`config.mk`:
```
export PLATFORM = sky130hd
export DESIGN_NAME = vga_capture
export DESIGN_NICKNAME = d
export VERILOG_FILES = /design/src/rtl/vga_pkg.sv /design/src/rtl/vga_edge_det.sv /design/src/rtl/vga_capture.sv
export SDC_FILE = /design/constraint.sdc
export NUM_CORES = 1
export LEC_CHECK = 0
export CORE_MARGIN = 5
export CORE_UTILIZATION = 52
export DETAILED_ROUTE_END_ITERATION = 16
export PLACE_DENSITY = 0.78
export SKIP_CTS_REPAIR_TIMING = 1
export SYNTH_ARGS = -nofsm -noshare
export SYNTH_HDL_FRONTEND = slang
export SYNTH_SLANG_ARGS = --single-unit
```
`constraint.sdc`:
```
create_clock -name pclk -period 2.9 [get_ports pclk]
set_input_delay 0.435 -clock pclk [delete_from_list [all_inputs] [get_ports pclk]]
set_output_delay 0.435 -clock pclk [all_outputs]
set_load 0.05 [all_outputs]
```
`src/rtl/vga_pkg.sv`:
```
// Shared VGA constants (640x480@60 timing), capture FSM state and helpers.
package vga_pkg;

  localparam int H_ACT   = 640;
  localparam int H_FP    = 16;
  localparam int H_SYNC  = 96;
  localparam int H_BP    = 48;
  localparam int H_TOTAL = H_ACT + H_FP + H_SYNC + H_BP;

  localparam int V_ACT   = 480;
  localparam int V_FP    = 10;
  localparam int V_SYNC  = 2;
  localparam int V_BP    = 33;
  localparam int V_TOTAL = V_ACT + V_FP + V_SYNC + V_BP;

  localparam int CNT_W   = 10;

  // bit positions of the three edge-detected control inputs
  localparam int SIG_HS  = 0;
  localparam int SIG_VS  = 1;
  localparam int SIG_VLD = 2;

  typedef enum logic [1:0] {
    SEARCH = 2'd0,
    ARMED  = 2'd1,
    LOCKED = 2'd2
  } cap_state_e;

  function automatic logic [CNT_W-1:0] sat_inc(input logic [CNT_W-1:0] v);
    return (&v) ? v : v + 1'b1;
  endfunction

endpackage

```
`src/rtl/vga_edge_det.sv`:
```
// Single-bit input register with rise/fall pulses against its previous value.
module vga_edge_det (
  input  logic clk_i,
  input  logic rst_ni,
  input  logic d_i,
  output logic q_o,
  output logic rise_o,
  output logic fall_o
);

  logic q_q, prev_q;

  always_ff @(posedge clk_i or negedge rst_ni) begin
    if (!rst_ni) begin
      q_q    <= 1'b0;
      prev_q <= 1'b0;
    end else begin
      q_q    <= d_i;
      prev_q <= q_q;
    end
  end

  assign q_o    = q_q;
  assign rise_o = q_q & ~prev_q;
  assign fall_o = ~q_q & prev_q;

endmodule

```
`src/rtl/vga_capture.sv`:
```
// VGA pixel capture with frame timing check and SEARCH/ARMED/LOCKED tracking.
// Define VGA_CAPTURE_CKSUM_EN to add the per-frame pixel checksum output frame_sum.
module vga_capture
  import vga_pkg::*;
#(
  parameter int H_ACTIVE = H_ACT,
  parameter int V_ACTIVE = V_ACT
) (
  input  logic        pclk,
  input  logic        reset,
  input  logic        hsync,
  input  logic        vsync,
  input  logic        valid,
  input  logic [7:0]  vga_r,
  input  logic [7:0]  vga_g,
  input  logic [7:0]  vga_b,
  output logic [9:0]  pix_x,
  output logic [9:0]  pix_y,
  output logic [23:0] pix_data,
  output logic        pix_valid,
  output logic        locked,
  output logic        frame_done,
  output logic        err
`ifdef VGA_CAPTURE_CKSUM_EN
  ,output logic [23:0] frame_sum
`endif
);

  localparam logic [CNT_W-1:0] H_LIM = CNT_W'(H_ACTIVE);
  localparam logic [CNT_W-1:0] V_LIM = CNT_W'(V_ACTIVE);

  logic [2:0] sig_in, sig_q, sig_rise, sig_fall;

  assign sig_in[SIG_HS]  = hsync;
  assign sig_in[SIG_VS]  = vsync;
  assign sig_in[SIG_VLD] = valid;

  for (genvar i = 0; i < 3; i++) begin : g_edge
    vga_edge_det u_edge (
      .clk_i (pclk),
      .rst_ni(reset),
      .d_i   (sig_in[i]),
      .q_o   (sig_q[i]),
      .rise_o(sig_rise[i]),
      .fall_o(sig_fall[i])
    );
  end

  logic hs_q, vs_q, vld_q, vs_fall, vld_rise, vld_fall;
  assign hs_q     = sig_q[SIG_HS];
  assign vs_q     = sig_q[SIG_VS];
  assign vld_q    = sig_q[SIG_VLD];
  assign vs_fall  = sig_fall[SIG_VS];
  assign vld_rise = sig_rise[SIG_VLD];
  assign vld_fall = sig_fall[SIG_VLD];

  logic [23:0] rgb_q;

  always_ff @(posedge pclk or negedge reset) begin
    if (!reset) rgb_q <= '0;
    else        rgb_q <= {vga_r, vga_g, vga_b};
  end

  cap_state_e       state_q;
  logic [CNT_W-1:0] x_q, x_d, y_q, y_d, cur_x;
  logic             ferr_q, ferr_d;
  logic             in_range, capture, drop, line_bad, sync_viol, frame_good;

  always_comb begin
    // the first pixel of a line is x=0 even though x_q still holds the previous count
    cur_x      = vld_rise ? '0 : x_q;
    in_range   = (cur_x < H_LIM) && (y_q < V_LIM);
    capture    = vld_q && in_range && (state_q != SEARCH);
    drop       = vld_q && !in_range;
    line_bad   = vld_fall && (x_q != H_LIM);
    // any sync activity during active video, incl. vsync falling with valid high
    sync_viol  = vld_q && (!hs_q || !vs_q || (|sig_rise[1:0]) || (|sig_fall[1:0]));
    frame_good = (y_q == V_LIM) && !ferr_q && !line_bad && !sync_viol;
    x_d        = vld_q ? sat_inc(cur_x) : x_q;
    y_d        = vld_fall ? sat_inc(y_q) : y_q;
    ferr_d     = ferr_q | drop | line_bad | sync_viol;
    if (vs_fall) begin
      x_d    = '0;
      y_d    = '0;
      ferr_d = 1'b0;
    end
  end

  always_ff @(posedge pclk or negedge reset) begin
    if (!reset) begin
      x_q    <= '0;
      y_q    <= '0;
      ferr_q <= 1'b0;
    end else begin
      x_q    <= x_d;
      y_q    <= y_d;
      ferr_q <= ferr_d;
    end
  end

  logic [9:0]  pix_x_q, pix_y_q;
  logic [23:0] pix_data_q;
  logic        pix_valid_q;

  always_ff @(posedge pclk or negedge reset) begin
    if (!reset) begin
      pix_x_q     <= '0;
      pix_y_q     <= '0;
      pix_data_q  <= '0;
      pix_valid_q <= 1'b0;
    end else begin
      pix_valid_q <= capture;
      if (capture) begin
        pix_x_q    <= cur_x;
        pix_y_q    <= y_q;
        pix_data_q <= rgb_q;
      end
    end
  end

`ifdef VGA_CAPTURE_CKSUM_EN
  logic [23:0] sum_acc_q, frame_sum_q;

  always_ff @(posedge pclk or negedge reset) begin
    if (!reset)       sum_acc_q <= '0;
    else if (vs_fall) sum_acc_q <= '0;
    else if (capture) sum_acc_q <= sum_acc_q + rgb_q;
  end

  assign frame_sum = frame_sum_q;
`endif

  logic locked_q, done_q, err_q;

  always_ff @(posedge pclk or negedge reset) begin
    if (!reset) begin
      state_q     <= SEARCH;
      locked_q    <= 1'b0;
      done_q      <= 1'b0;
      err_q       <= 1'b0;
`ifdef VGA_CAPTURE_CKSUM_EN
      frame_sum_q <= '0;
`endif
    end else begin
      done_q <= 1'b0;
      err_q  <= 1'b0;
      if (vs_fall) begin
        case (state_q)
          SEARCH: state_q <= ARMED;
          ARMED: begin
            if (frame_good) begin
              state_q  <= LOCKED;
              locked_q <= 1'b1;
            end
          end
          LOCKED: begin
            if (frame_good) begin
              done_q      <= 1'b1;
`ifdef VGA_CAPTURE_CKSUM_EN
              frame_sum_q <= sum_acc_q;
`endif
            end else begin
              state_q  <= ARMED;
              locked_q <= 1'b0;
              err_q    <= 1'b1;
            end
          end
          default: begin
            state_q  <= SEARCH;
            locked_q <= 1'b0;
          end
        endcase
      end
    end
  end

  assign pix_x      = pix_x_q;
  assign pix_y      = pix_y_q;
  assign pix_data   = pix_data_q;
  assign pix_valid  = pix_valid_q;
  assign locked     = locked_q;
  assign frame_done = done_q;
  assign err        = err_q;

endmodule

```
After elaboration in Yosys (flattened, before gate mapping)

Index checks and enable logic that the tools add are counted.

Logic and storage cells: 94
Input port bits: 29
Bits in registers: 101

Bitwise logic cells: 16
Reduce and logical (&&, ||, !) cells: 29
$add $sub $neg: 2
Order comparisons: 2
Eq/ne operators: 7
Mux-type cells: 20

Operators with widths:

| cell                    | number |
|---|---|
| $mux W10                | 7 |
| $add A10 B1 Y10 const B | 2 |
| $reduce_and A10 Y1      | 2 |
| $eq A10 B9 Y1 const B   | 1 |
| $lt A10 B10 Y1 const B  | 1 |
| $lt A10 B9 Y1 const B   | 1 |
| $ne A10 B10 Y1 const B  | 1 |
| $logic_and A1 B1 Y1     | 9 |
| $mux W1                 | 9 |
| $not A1 Y1              | 7 |
| $and A1 B1 Y1           | 6 |
| $logic_not A1 Y1        | 6 |
| $pmux W2 S3             | 1 |
| $reduce_bool A2 Y1      | 3 |
| $mux W2                 | 2 |
| $ne A2 B2 Y1 const B    | 2 |
| $reduce_and A4 Y1       | 1 |
| $reduce_or A2 Y1        | 2 |
| $logic_or A1 B1 Y1      | 3 |
| $or A1 B1 Y1            | 3 |
| $pmux W1 S3             | 1 |
| $reduce_and A3 Y1       | 1 |
| $eq A2 B1 Y1 const B    | 1 |
| $eq A2 B2 Y1 const B    | 1 |
| other kinds (3)         | 3 |

Logic depth before layout (Yosys ltp)

Gate-level depths: netlist of the first run.

Word-level depth: 11
Mapped depth: 9
Gate-level depth less buffers: 8

Cells and area by module

From an unflattened synthesis of the first run, not the netlist that was laid out.

Cell total of the unflattened synthesis: 383
Area, all modules: 4071.4 sq um

Modules (own cells, without submodules):

| module       | instances | area an instance (sq um) | cells each |
|---|---|---|---|
| vga_capture  | 1         | 3876.2                   | 371 |
| vga_edge_det | 3         | 65.1                     | 4 |

Worst setup path before layout of the first run

OpenSTA, ideal clock, no wires.

Kind: register to register
Start point: register g_edge[2].u_edge.prev_q
End point: register x_q[0]
Stages on the path, launching flop included: 10
Period minus slack after synthesis: 2.097 ns
Slack: 0.803 ns
Path buffers: 1
Data arrival time: 1.966 ns
Cells stage by stage: dfrtp_1 -> buf_2 -> nand2b_2 -> and2_1 -> ha_1 -> and3_1 -> nand4_1 -> o21ai_0 -> mux2i_1 -> nor2_1

Cells in the longest elaborated chain, start to end: 7

RTL lines:

| item                                                  | RTL line           | source |
|---|---|---|
| from (decl)                                           | vga_edge_det.sv:11 | `logic q_q, prev_q;` |
| from (signal assigned)                                | vga_edge_det.sv:19 | `prev_q <= q_q;` |
| $not A1 Y1 *                                          | vga_edge_det.sv:24 | `assign rise_o = q_q & ~prev_q;` |
| $and A1 B1 Y1 *                                       | vga_edge_det.sv:24 |  |
| $mux W10 *                                            | vga_capture.sv:71  | `cur_x = vld_rise ? '0 : x_q;` |
| named net cur_x[0]                                    | vga_capture.sv:65  | `logic [CNT_W-1:0] x_q, x_d, y_q, y_d, cur_x;` |
| $add A10 B1 Y10 or $reduce_and A10 Y1 (tied branches) | vga_pkg.sv:30      | `return (&v) ? v : v + 1'b1;` |
| $mux W10 *                                            | vga_pkg.sv:30      |  |
| $mux W10 *                                            | vga_capture.sv:79  | `x_d = vld_q ? sat_inc(cur_x) : x_q;` |
| $mux W10 *                                            | vga_capture.sv:82  | `if (vs_fall) begin` |
| to (signal assigned)                                  | vga_capture.sv:91  | `x_q <= '0;` |
| to (signal assigned)                                  | vga_capture.sv:95  | `x_q <= x_d;` |
| to (decl)                                             | vga_capture.sv:65  |  |

Mark *: on every way through the listed nets, which the timed path passes. The rest lies on a longest branch. The select of a mux whose other input is x is not followed.
A chain may end at the register's enable or synchronous reset.

Worst setup path after layout of the first run

Start point: register g_edge[2].u_edge.prev_q
End point: register x_q[1]

Same word-level chain as after synthesis.

==> results by group, run 1 <==
Outcome
  – Status: completed

Critical path
  – Crit path kind: reg2reg
  – CP max stage delay: 0.49 ns
  – Crit-path cells: nand2b_2 > and2_1 > ha_1 > and3_1 > nand4_1 > o21ai_1 > mux2i_1 > nor2_1
  – Slowest cell on the critical path: dfrtp_1
  – WP data required: 3.11 ns
  – Worst setup SP type: flop
  – Critical path arrival: 2.80 ns
  – Crit end category: flop
  – Worst-path fanout max: 16

Timing
  – Setup Viol. Count Final: 0
  – Minimum hold slack: 0.1055 ns
  – Highest Clock Rate: 387.1 MHz
  – Final Hold Viols: 0
  – Period minus WS final: 2.584 ns
  – Least-Margin Pin Slew: 0.7137 ns
  – Post-route setup TNS: 0 ns
  – Slew Viols, Final: 0
  – RSZ-0062 raised after global routing: no
  – Fin crit share: 0.8909
  – Clock skew: 0.01041 ns
  – Slew margin rel.: 0.5232

Clocking
  – Root Buffer: clkbuf_8
  – TritonCTS clock tree: built
  – Reg clk slew, reported paths: 0.11 ns
  – Worst-Skew Late Latency: 0.36 ns
  – CTS Sinks: 101
  – Htree depth: 3
  – CTS buffer count: 9
  – Max clock buf depth: 2

Cells and area
  – Layout cell share with drive strength beyond 1: 0.1536
  – Layout Nets: 411
  – Fill cells: 545
  – Finished Cell Area: 5101 sq um
  – Commonest cells after routing, fill and taps aside: 101 x dfrtp_1, 75 x clkdlybuf4s50_1, 30 x mux2_4
  – Commonest non-fill, non-tap cell in the layout: dfrtp_1
  – Area Overhead vs Synth: 24.98%
  – Antenna cells: 0

Power and ir drop
  – Reg power frac: 0.477
  – Power Dens Cells: 662.1 nW/um^2
  – Clock power frac: 0.276
  – Worst VDD drop: 306.2 uV
  – Leakage: about 2.2 nW
  – Net Sw Frac: 0.3217
  – Pint: 2.291 mW
  – Logic pwr share: 0.247
  – Switching pwr: 1.086 mW

Routing
  – Via density: around 5.3
  – Number of routed nets with antenna violations: 0
  – Drt first pass iters: 4
  – Average wire per standard cell: 15.66 um
  – Drt total wl: 7609 um
  – Detailed Route Iter0 Violations: 150
  – Routed vias: 2599
  – # DRC: 0

Yosys
  – Flops & latches, synth: roughly 100
  – Seq/Total Area, Yosys: 0.6193
  – Synth Area in Adders: 0.009197
  – Post-synthesis mux area share: 0.1291
  – Asr flop ratio synth: 1.000
  – Largest family of logic cells by synthesized area: multiplexers
  – YS warnings: 0
  – Ys flop type: dfrtp_1
  – Post-Syn Area: 4081 sq um
  – Xor/xnor share of the synthesized area: 0.01717
  – Post-synthesis compound-gate area fraction: 0.07204
  – Synthesized instance count: 302
  – Post-synthesis simple-gate area fraction: 0.1061
  – Syn avg cell area: 13.51 sq um
  – Synth unique cells: 55
  – Post-Syn Nets: around 330
  – Number of flops mapped to enable cells by yosys: 0

GRT
  – First-pass GRT wire length: 12950 um
  – GRT overflow: 0
  – Vias in the first global route: 2637
  – Global router's overall resource usage: 0.1663
  – Pin count of the biggest net entering global routing: 57
  – Initial antenna violation count: 0

Placement
  – Port bufs: 76
  – Placed cell area: between 4000 and 5000 sq um
  – DP HPWL: between 5000 and 6000 um
  – GPL Wtd Cong: 0.8878

Run
  – Max-cap viol count: 0

Floorplan
  – Number of placement rows: 32
  – Core Area: 7687 sq um
  – Die height: 98.60 um
  – Initial Utilization: 0.5309
  – IO Count: 77
  – Die ar.: 9721 sq um
  – Die Wd: 98.60 um

Worst hold path
  – Hold crit path type: in2async
[worst max-delay path, delay by kind of cell, from the launching register on]
family                   cells  cell delay, ns
AO/OA/AOI/OAI                1            0.35
AND/OR/NAND/NOR              5            1.15
adder cells (fa/ha/maj)      1            0.20
multiplexers                 1            0.24
flip-flops                   1            0.49
[power groups by stage]
stage | sequential (mW) | combinational (mW) | clock (mW)
2_1_floorplan | 1.94 | 0.260 | 0
3_3_place_gp | 1.63 | 0.830 | 0
3_5_place_dp | 1.64 | 0.840 | 0
4_1_cts | 1.61 | 0.844 | 0.956
5_1_grt | 1.63 | 0.876 | 1.02
6_report | 1.61 | 0.834 | 0.932
[routing by layer]
layer	routed length [um]	vias up	GRT usage
met2	3458	83	0.2574
met4	113	0	0.05987
met5	0	-	0
met1	3581	1292	0.2300
met3	455	9	0.04105
li1	-	1215	-
[final cells by class]
class | instances | area (sq um) | area share
clock buffers | 9 | 123.9 | 0.02428
clock inverters | 7 | 91.34 | 0.01791
inverters | 15 | 56.30 | 0.01104
multi-input cells | 172 | 1361 | 0.2669
flip-flops and latches | 101 | 2527 | 0.4955
well taps | 102 | 127.6 | 0.02502
repair buffers | 80 | 813.3 | 0.1594
[final timing paths]
kind | from | end | slack (ns) | cells past startpoint
min reg2reg | g_edge[0].u_edge.q_o$_DFF_PN0_ | g_edge[0].u_edge.prev_q$_DFF_PN0_ | 0.40 | 0
min in group pclk | g_edge[0].u_edge.q_o$_DFF_PN0_ | g_edge[0].u_edge.prev_q$_DFF_PN0_ | 0.40 | 0
max reg2reg | g_edge[2].u_edge.prev_q$_DFF_PN0_ | x_q[1]$_DFFE_PN0P_ | 0.32 | 8
max in group asynchronous | reset | pix_x[6]$_DFFE_PN0P_ | 2.12 | 2
min | reset | pix_data[17]$_DFFE_PN0P_ | 0.11 | 1
max | g_edge[2].u_edge.prev_q$_DFF_PN0_ | x_q[1]$_DFFE_PN0P_ | 0.32 | 8
[sequential cells by signal, indices dropped and copies added, names as in the netlist]
register              count
g_edge.u_edge.prev_q      3
frame_done                1
pix_y                    10
state_q                   2
pix_x                    10
err                       1
locked                    1
pix_data                 24
pix_valid                 1
y_q                      10
g_edge.u_edge.q_o         3
rgb_q                    24
ferr_q                    1
x_q                      10
[stage by stage]
step                std cells  worst slack (ns)  utilization  total power [mW]
global placement          470            0.4429       0.6356             2.464
global route              486            0.1153       0.6636             3.528
floorplan                 302            0.8027            -             2.198
CTS                       486            0.2053       0.6636             3.414
detailed placement        470            0.2368       0.6356             2.481
finish                    486            0.3164       0.6636             3.378
[Yosys cell counts, drive strengths merged, types with 2 or more instances]
cell,instances,area share
o21ai,15,0.018
a31oi,3,0.0046
xor2,5,0.011
buf,9,0.027
nand3,15,0.018
clkbuf,4,0.0037
a211oi,4,0.0074
o211ai,2,0.0037
mux2,35,0.12
xnor2,3,0.0064
inv,15,0.014
nor2,21,0.019
nand4,6,0.0092
and3,4,0.0061
a41oi,2,0.0043
and2,3,0.0046
nand2b,2,0.0037
nand2,11,0.010
nor4,2,0.0031
mux2i,2,0.0049
ha,3,0.0092
a21oi,5,0.0071
nor3b,3,0.0055
a311oi,2,0.0058
nor2b,4,0.0061
dfrtp,101,0.62
[cells by family after synthesis]
group | count (synthesis)
fa+ha+maj | 3
compound gates | 43
flops | 101
xor+xnor | 8
mux | 37
simple gates | 81
buf+inv | 29
Note: power is estimated with default switching activity, not from simulation.
==> run 2: changes to the inputs <==
- REMOVE_ABC_BUFFERS: not set -> 1
==> run 2 against run 1 <==
Against the previous run:
- first-iteration DRC count decreased by 28%
- die area unchanged
- sequential share of layout area increased by 0.22 points
- non-clock buffer count increased by 2
- register-to-register slack improved by 0.17 ns
- via count unchanged
- final area decreased by 0.44%
- clock power decreased by 12%
- count of clock-buffer cells in the layout unchanged
- hold slack got worse by 0.0047 ns
- sequential cell count unchanged
- routed wire length decreased by 2.9%
==> results by group, run 2 (synthesis results as in run 1) <==
Critical path
  – Critical path arrival: between 2 and 3 ns
  – CP max stage delay: 0.51 ns
  – Crit path kind: reg2reg
  – Worst flop-to-flop path endpoint: x_q[1]$_DFFE_PN0P_
  – Worst setup SP type: flop
  – Crit-path cells: nand2b_2 > and2_1 > ha_1 > and3_1 > nand4_1 > o21ai_0 > mux2i_1 > nor2_1
  – WP data required: around 3.1 ns
  – Slowest cell on the critical path: dfrtp_1
  – Launch point of the worst reg-to-reg path: g_edge[2].u_edge.prev_q$_DFF_PN0_
  – Crit end category: flop
  – Worst-path fanout max: 9
  – R2r setup slk: 0.49 ns
  – FF-to-FF path depth: 8

Timing
  – Fin crit share: 0.8307
  – Least-Margin Pin Slew: 0.6918 ns
  – Final Hold Viols: 0
  – Minimum hold slack: approximately 0.10 ns
  – Post-route setup TNS: 0 ns
  – Highest Clock Rate: 415.1 MHz
  – Setup Viol. Count Final: 0
  – Period minus WS final: 2.409 ns
  – RSZ-0062 raised after global routing: no
  – Slew margin rel.: 0.5378
  – Slew Viols, Final: 0
  – Clock skew: 0.009177 ns

GRT
  – First-pass GRT wire length: 12850 um
  – Initial antenna violation count: 0
  – Vias in the first global route: 2713
  – Global router's overall resource usage: 0.1624
  – GRT overflow: 0
  – Pin count of the biggest net entering global routing: 57

Floorplan
  – Core Area: between 7000 and 8000 sq um
  – Die ar.: 9721 sq um
  – IO Count: 77
  – Initial Utilization: 0.5309
  – Number of placement rows: 32
  – Die Wd: 98.60 um
  – Die height: 98.60 um

Routing
  – Post-Route M1 WL: 3277 um
  – Via density: 5.326
  – # DRC: 0
  – Drt first pass iters: 4
  – DR WL met2: between 3000 and 4000 um
  – Top sig layer: met4
  – Met3 Routed Length: 448 um
  – Average wire per standard cell: 15.14 um
  – Number of routed nets with antenna violations: 0
  – Drt total wl: roughly 7400 um
  – Routed vias: 2599
  – Detailed Route Iter0 Violations: ~110

Placement
  – DP HPWL: 5139 um
  – Port bufs: 76
  – Inst Count DP: 472
  – GPL Wtd Cong: 0.8407

Cells and area
  – Footprint of the multi-input gates: 1369 sq um
  – Layout Cells excl Fill: between 400 and 500
  – Commonest cells after routing, fill and taps aside: 101 x dfrtp_1, 75 x clkdlybuf4s50_1, 30 x mux2_4
  – Layout Nets: between 400 and 500
  – Area Overhead vs Synth: 24.43%
  – Layout cell share with drive strength beyond 1: 0.1580
  – Finished Core Util: 0.6606
  – Commonest non-fill, non-tap cell in the layout: dfrtp_1
  – Antenna cells: 0
  – Fill cells: 593
  – Register Area: 2527 sq um

Clocking
  – Worst-Skew Late Latency: between 0.3 and 0.4 ns
  – Root Buffer: clkbuf_8
  – CTS buffer count: 9
  – TritonCTS clock tree: built
  – CTS Sinks: between 100 and 150
  – Reg clk slew, reported paths: 0.10 ns
  – Htree depth: 3
  – Max clock buf depth: 2

Outcome
  – Status: completed

Run
  – Max-cap viol count: 0

Power and ir drop
  – Leakage: ~2.2 nW
  – Power Dens Cells: 642.6 nW/um^2
  – Worst VDD drop: 494.6 uV

Worst hold path
  – Hold crit path type: in2async
[run 2: cell types whose count changed in the layout (fill, tap and decap cells not counted), moves of 2 or more]
cell      change
buf_4         +3
clkinv_2      +2
clkinv_4      +3
inv_6         -3
[run 2: worst max path at each step]
stage | from | end | slack (ns) | cells after the start
detailed placement | g_edge[2].u_edge.prev_q$_DFF_PN0_ | x_q[1]$_DFFE_PN0P_ | 0.53 | 8
global route | g_edge[2].u_edge.prev_q$_DFF_PN0_ | x_q[1]$_DFFE_PN0P_ | 0.28 | 8
finish | g_edge[2].u_edge.prev_q$_DFF_PN0_ | x_q[1]$_DFFE_PN0P_ | 0.49 | 8
global placement | g_edge[2].u_edge.prev_q$_DFF_PN0_ | x_q[0]$_DFFE_PN0P_ | 0.64 | 8
floorplan | g_edge[2].u_edge.q_o$_DFF_PN0_ | pix_data[0]$_DFFE_PN0P_ | -0.18 | 4
CTS | g_edge[2].u_edge.prev_q$_DFF_PN0_ | x_q[1]$_DFFE_PN0P_ | 0.51 | 8
[run 2: stage by stage]
| stage | power (mW) | setup WS, ns | instance area (sq um) |
|---|---|---|---|
| floorplan | 2.169 | -0.1787 | 3945 |
| global placement | 2.465 | 0.6371 | 4896 |
| detailed placement | 2.482 | 0.5311 | 4896 |
| CTS | 3.301 | 0.5136 | 5079 |
| global route | 3.419 | 0.2771 | 5079 |
| finish | 3.264 | 0.4910 | 5079 |
[run 2: critical path, delay by kind of cell, from the launching register on]
| kind | cells | cell delay (ns) |
|---|---|---|
| simple gates | 5 | 0.89 |
| flops | 1 | 0.51 |
| mux | 1 | 0.23 |
| fa+ha+maj | 1 | 0.19 |
| compound gates | 1 | 0.45 |
[run 2: per-layer routing]
layer,vias up,track usage
li1,1211,-
met1,1295,0.2190
met2,88,0.2637
met3,5,0.05025
met4,0,0.03151
met5,-,0
[run 2: area by class of cell]
cell class              count  share of cell area
flip-flops and latches    101              0.4977
multi-input cells         172              0.2695
repair buffers             82              0.1606
well taps                 102             0.02513
clock buffers               9             0.02439
clock inverters             7             0.01158
inverters                  15             0.01109
[run 2: where the power goes]
part,switching (mW),internal (mW),total (mW),leakage [nW]
clock,0.491,0.325,0.816,0.0970
sequential,0.0875,1.53,1.62,1.27
combinational,0.490,0.338,0.828,0.866
total,1.07,2.20,3.26,2.23
==> RTL edit 1, RTL diff (settings of run 1) <==
Add an input register stage for `hsync`, `vsync`, `valid`, `vga_r`, `vga_g` and `vga_b`, with the module's reset; this delays them by one clock.
--- a/src/rtl/vga_capture.sv
+++ b/src/rtl/vga_capture.sv
@@ -31,7 +31,32 @@
 
+  logic hsync_q;
+  logic vsync_q;
+  logic valid_q;
+  logic [7:0] vga_r_q;
+  logic [7:0] vga_g_q;
+  logic [7:0] vga_b_q;
+
+  always_ff @(posedge pclk or negedge reset) begin
+    if (!reset) begin
+      hsync_q <= '0;
+      vsync_q <= '0;
+      valid_q <= '0;
+      vga_r_q <= '0;
+      vga_g_q <= '0;
+      vga_b_q <= '0;
+    end else begin
+      hsync_q <= hsync;
+      vsync_q <= vsync;
+      valid_q <= valid;
+      vga_r_q <= vga_r;
+      vga_g_q <= vga_g;
+      vga_b_q <= vga_b;
+    end
+  end
+
   logic [2:0] sig_in, sig_q, sig_rise, sig_fall;
 
-  assign sig_in[SIG_HS]  = hsync;
-  assign sig_in[SIG_VS]  = vsync;
-  assign sig_in[SIG_VLD] = valid;
+  assign sig_in[SIG_HS]  = hsync_q;
+  assign sig_in[SIG_VS]  = vsync_q;
+  assign sig_in[SIG_VLD] = valid_q;
 
@@ -60,3 +85,3 @@
     if (!reset) rgb_q <= '0;
-    else        rgb_q <= {vga_r, vga_g, vga_b};
+    else        rgb_q <= {vga_r_q, vga_g_q, vga_b_q};
   end
Behaviour: not the same (a bounded check fails within 10 cycles, from zero or initial values and one cycle with reset low).
==> RTL edit 1 against run 1 <==
  * Design area grew 23%
  * Sequential power is 21% higher
  * Synthesized area grew 17%
  * Total power rose by 38%
  * Maximum frequency shrank 2.0%
  * Clock power is 140% higher
  * Worst hold slack better by 0.24 ns
  * Critical path depth fell by 1
  * First-iteration DRC count rose by 53%
  * Global-route usage up 2.6 points
  * Sequential cell count up 27
  * Largest power group is now clock
  * Routed wire length rose by 30%
  * Worst setup slack lost 0.052 ns
==> RTL edit 1: results (changes against run 1) <==
total CTS buffers: 17 (+8)
Setup Skew: 0.00716 ns (-0.00325 ns)
Reg clk slew, reported paths: 0.06 ns (-0.05 ns)
Final Wtd Congestion: 0.847 (-4.6%)
1st-iter DRT viols: 229 (+53%)
fill cell count: 649 (+19%)
placed cell areas: 0.00562 mm^2 (+15%)
Synth top cells by count: 128 x dfrtp_1, 118 x nand2_1, 14 x buf_2
WL final: 9900 um (+30%)
Final #Nets: 526 (+28%)
dpl hpwl: 6340 um (+21%)
Max H-tree Level: 4 (+1)
status: finished clean
Vias/cell: 5.47 (+2.4%)
pre-CTS setup slack: 0.341 ns (+0.104 ns)
leakage power: 2.82 nW (+26%)
largest net degree at the start of global routing: 53 (-7.0%)
first-pass GRT wire length: 16800 um (+30%)
VDD IR max: 0.451 mV (+47%)
Post-Syn Nets: 452 (+35%)
vias in the first global route: 3392 (+29%)
GRT Util Overall: 0.192 (+0.0261)
ratio of cells with drive above 1 in the final layout: 0.0947 (-0.0590)
Area contributors post-synth: dfrtp_1 67%, nand2_1 9.3%, buf_2 1.5%, nand3_1 1.4%, a21oi_1 1.2%
Crit path largest cell delay: 0.56 ns (+0.07 ns)
-- RTL edit 1: changes by cell type after synthesis, sizes merged, moves of 6 or more --
cell / delta
mux2: -33
o21ai: -7
dfrtp: +27
clkbuf: +8
buf: +9
a21oi: +6
nand2: +107
nor2: -10
-- RTL edit 1: layer usage --
layer / global-route usage / wire length (um) / vias to the layer above / share of wire
li1: - / - / 1582 / -
met1: 0.257 / 4310 / 1658 / 0.44
met2: 0.299 / 4810 / 129 / 0.49
met3: 0.0686 / 671 / 14 / 0.068
met4: 0.0555 / 106 / 0 / 0.011
met5: 0 / 0 / - / 0
-- RTL edit 1: logic make-up (layout without fill, tap and decap cells) --
kind of cell	Yosys count	count (layout)	synth area share
AO/OA/AOI/OAI	57	57	0.0872
XOR/XNOR	4	4	0.00733
adder cells (fa/ha/maj)	3	3	0.00786
buffers and inverters	40	127	0.0364
flip-flops	128	128	0.671
multiplexers	6	6	0.0131
AND/OR/NAND/NOR	182	182	0.178
-- RTL edit 1: power by group --
part | switching [mW] | leakage [nW] | total, mW | internal (mW)
sequential | 0.0623 | 1.59 | 1.95 | 1.89
combinational | 0.324 | 0.926 | 0.495 | 0.170
clock | 0.787 | 0.305 | 2.22 | 1.44
total | 1.17 | 2.82 | 4.67 | 3.50
-- RTL edit 1: cell type report --
| type | instances | area [um^2] | share of cell area |
|---|---|---|---|
| Tap cell | 111 | 139 | 0.0222 |
| Inverter | 10 | 37.5 | 0.00600 |
| Multi-Input combinational cell | 252 | 1410 | 0.225 |
| Timing Repair Buffer | 85 | 841 | 0.134 |
| Clock buffer | 19 | 432 | 0.0690 |
| Sequential cell | 128 | 3200 | 0.512 |
| Clock inverter | 13 | 198 | 0.0316 |
-- RTL edit 1: final timing paths --
| kind | from | end | slack (ns) | cells after the start |
|---|---|---|---|---|
| setup / recovery | g_edge[2].u_edge.prev_q | x_q[5] | 0.26 | 7 |
| hold / removal | vga_r_q[0] | rgb_q[16] | 0.34 | 0 |
| setup reg to reg | g_edge[2].u_edge.prev_q | x_q[5] | 0.26 | 7 |
| hold reg to reg | vga_r_q[0] | rgb_q[16] | 0.34 | 0 |
| max in group asynchronous | reset | pix_y[8] | 1.60 | 3 |
| min in group asynchronous | reset | x_q[5] | 0.47 | 2 |
-- RTL edit 1: worst max-delay path, delay by kind of cell (launching register included) --
kind	cells	cell delay (ns)
AOI/OAI and AO/OA	2	0.43
adders and majority gates	1	0.23
DFF	1	0.56
and+or+nand+nor	4	1.31
-- RTL edit 1: per-stage QoR --
step,power [mW],std cells
2_1_floorplan,2.26,420
3_3_place_gp,2.47,585
3_5_place_dp,2.48,585
4_1_cts,4.72,617
5_1_grt,4.85,618
6_report,4.67,618
==> RTL edit 2, RTL diff (flow settings as in run 1) <==
Without the edit above. The option `VGA_CAPTURE_CKSUM_EN` is turned on by a define.
--- a/src/rtl/vga_capture.sv
+++ b/src/rtl/vga_capture.sv
@@ -2,2 +2,4 @@
 // Define VGA_CAPTURE_CKSUM_EN to add the per-frame pixel checksum output frame_sum.
+`define VGA_CAPTURE_CKSUM_EN
+
 module vga_capture
Behaviour (old outputs only; new: frame_sum): unchanged (equiv_simple and equiv_induct, registers matched by name and starting in step).
==> RTL edit 2 against run 1 <==
  * Sequential share of layout area is 7.5 points lower
  * Non-clock buffer count is 33 higher
  * Design area is 74% higher
  * Synthesized area is 73% higher
  * Utilization is 0.38 points higher
  * Sequential cell count is 48 higher
  * Total power is 95% higher
  * Global-route usage is 5.4 points higher
  * Worst setup slack worse by 0.20 ns
  * Routed wire length is 120% higher
  * Highest routed layer unchanged
  * Clock skew is 0.0013 ns lower
  * Sequential power is 54% higher
  * Critical endpoint is now sum_acc_q[16]
  * First-iteration DRC count is 130% higher
==> RTL edit 2: results (changes against run 1) <==
status: finished clean
compound-gate portion of the synthesized area: 0.138 (+0.0660)
sequential element share of the synthesized area: 0.527 (-0.0920)
Final #Nets: 861 (+110%)
Hold Crit Class: flop to flop
fill cell count: 1033 (+90%)
total CTS buffers: 17 (+8)
Area contributors post-synth: dfrtp_1 53%, nand2_1 8.5%, ha_1 4.6%, mux2_2 4.1%, a21oi_1 3.3%
Final Non-Filler Cells: 994 (+100%)
Syn Area/Cell: 9.97 um^2 (-26%)
Critical Path Source Type: flop
WL final: 16800 um (+120%)
dpl hpwl: 11500 um (+120%)
XOR/XNOR Fraction of Synth Area: 0.0186 (+0.00141)
number of distinct library cells after synthesis: 58 (+5.5%)
# diodes: 0 (unchanged)
Reg clk slew, reported paths: 0.06 ns (-0.05 ns)
min-delay src: g_edge[0].u_edge.q_o
initial antenna violation count: 0 (unchanged)
Setup Skew: 0.00912 ns (-0.00129 ns)
pre-CTS setup slack: 0.154 ns (-0.0823 ns)
Vias/cell: 5.72 (+6.9%)
worst-case clock buffer depth: 2 (unchanged)
Primary FF master, synth: dfrtp_1
Post-Syn Nets: 765 (+130%)
mux cell area share after synthesis: 0.0485 (-0.0806)
leakage power: 4.12 nW (+84%)
GRT Util Overall: 0.220 (+0.0539)
reg-to-reg critical path startpoint: sum_acc_q[0]
ratio of cells with drive above 1 in the final layout: 0.0966 (-0.0571)
largest net degree at the start of global routing: 71 (+25%)
clk_lat worst skew: 0.43 ns (+0.07 ns)
VDD IR max: 0.427 mV (+40%)
Root Buffer: clkbuf_16
placed cell areas: 0.00827 mm^2 (+69%)
area share of fa/ha/maj cells after synthesis: 0.0488 (+0.0396)
yosys warns: 0 (unchanged)
port bufs: 100 (+32%)
vias in the first global route: 5794 (+120%)
First-pass DRT Iterations: 4 (unchanged)
register area: 0.00373 mm^2 (+48%)
Crit Path Max Fanout: 5 (-11)
placed cell count: 961 (+100%)
1st-iter DRT viols: 348 (+130%)
Synth top cells by count: 161 x nand2_1, 149 x dfrtp_1, 47 x a21oi_1
Synth async-reset ratio: 1.00 (unchanged)
Worst Path Arrival: 3.08 ns (+0.28 ns)
Final Wtd Congestion: 0.887 (about the same)
Max H-tree Level: 4 (+1)
max_slew headroom: 0.553 (+0.0293)
first-pass GRT wire length: 28700 um (+120%)
[RTL edit 2: critical path, cell delays in order (launching register included)]
cell       delay (ns)
dfrtp_1          0.40
ha_1             0.23
fa_1             0.42
a21o_1           0.21
a311o_1          0.41
and3_1           0.24
nand2b_1         0.19
a2111oi_0        0.45
a211oi_1         0.10
[RTL edit 2: final timing paths]
check                                          endpoint  slack [ns]  cells after the start
worst max-delay path                      sum_acc_q[16]        0.11                      8
worst min-delay path            g_edge[0].u_edge.prev_q        0.42                      0
worst max register to register            sum_acc_q[16]        0.11                      8
worst min register to register  g_edge[0].u_edge.prev_q        0.42                      0
max in group asynchronous                        x_q[4]        1.57                      3
min in group asynchronous                   pix_data[8]        0.49                      2
[RTL edit 2: power by group]
group	switching [mW]	leakage, nW	internal [mW]
Sequential	0.181	1.92	2.30
Combinational	1.17	1.94	0.746
Clock	0.891	0.267	1.29
Total	2.25	4.12	4.34
[RTL edit 2: layer usage]
| metal | vias to the layer above | track usage | share of wire |
|---|---|---|---|
| li1 | 2712 | - | - |
| met1 | 2784 | 0.284 | 0.43 |
| met2 | 158 | 0.365 | 0.50 |
| met3 | 29 | 0.0605 | 0.049 |
| met4 | 0 | 0.0650 | 0.017 |
| met5 | - | 0 | 0 |
[RTL edit 2: layout make-up]
cell class / count / area share
well taps: 176 / 0.0248
clock buffers: 18 / 0.0495
inverters: 14 / 0.00592
clock inverters: 14 / 0.0172
flip-flops and latches: 149 / 0.420
multi-input cells: 510 / 0.352
repair buffers: 113 / 0.130
[RTL edit 2: logic make-up (layout without fill, tap and decap cells)]
kind of cell / after synthesis / in the layout
compound gates: 153 / 153
xor+xnor: 15 / 15
fa+ha+maj: 27 / 27
buf+inv: 50 / 159
flops: 149 / 149
mux: 31 / 31
simple gates: 284 / 284
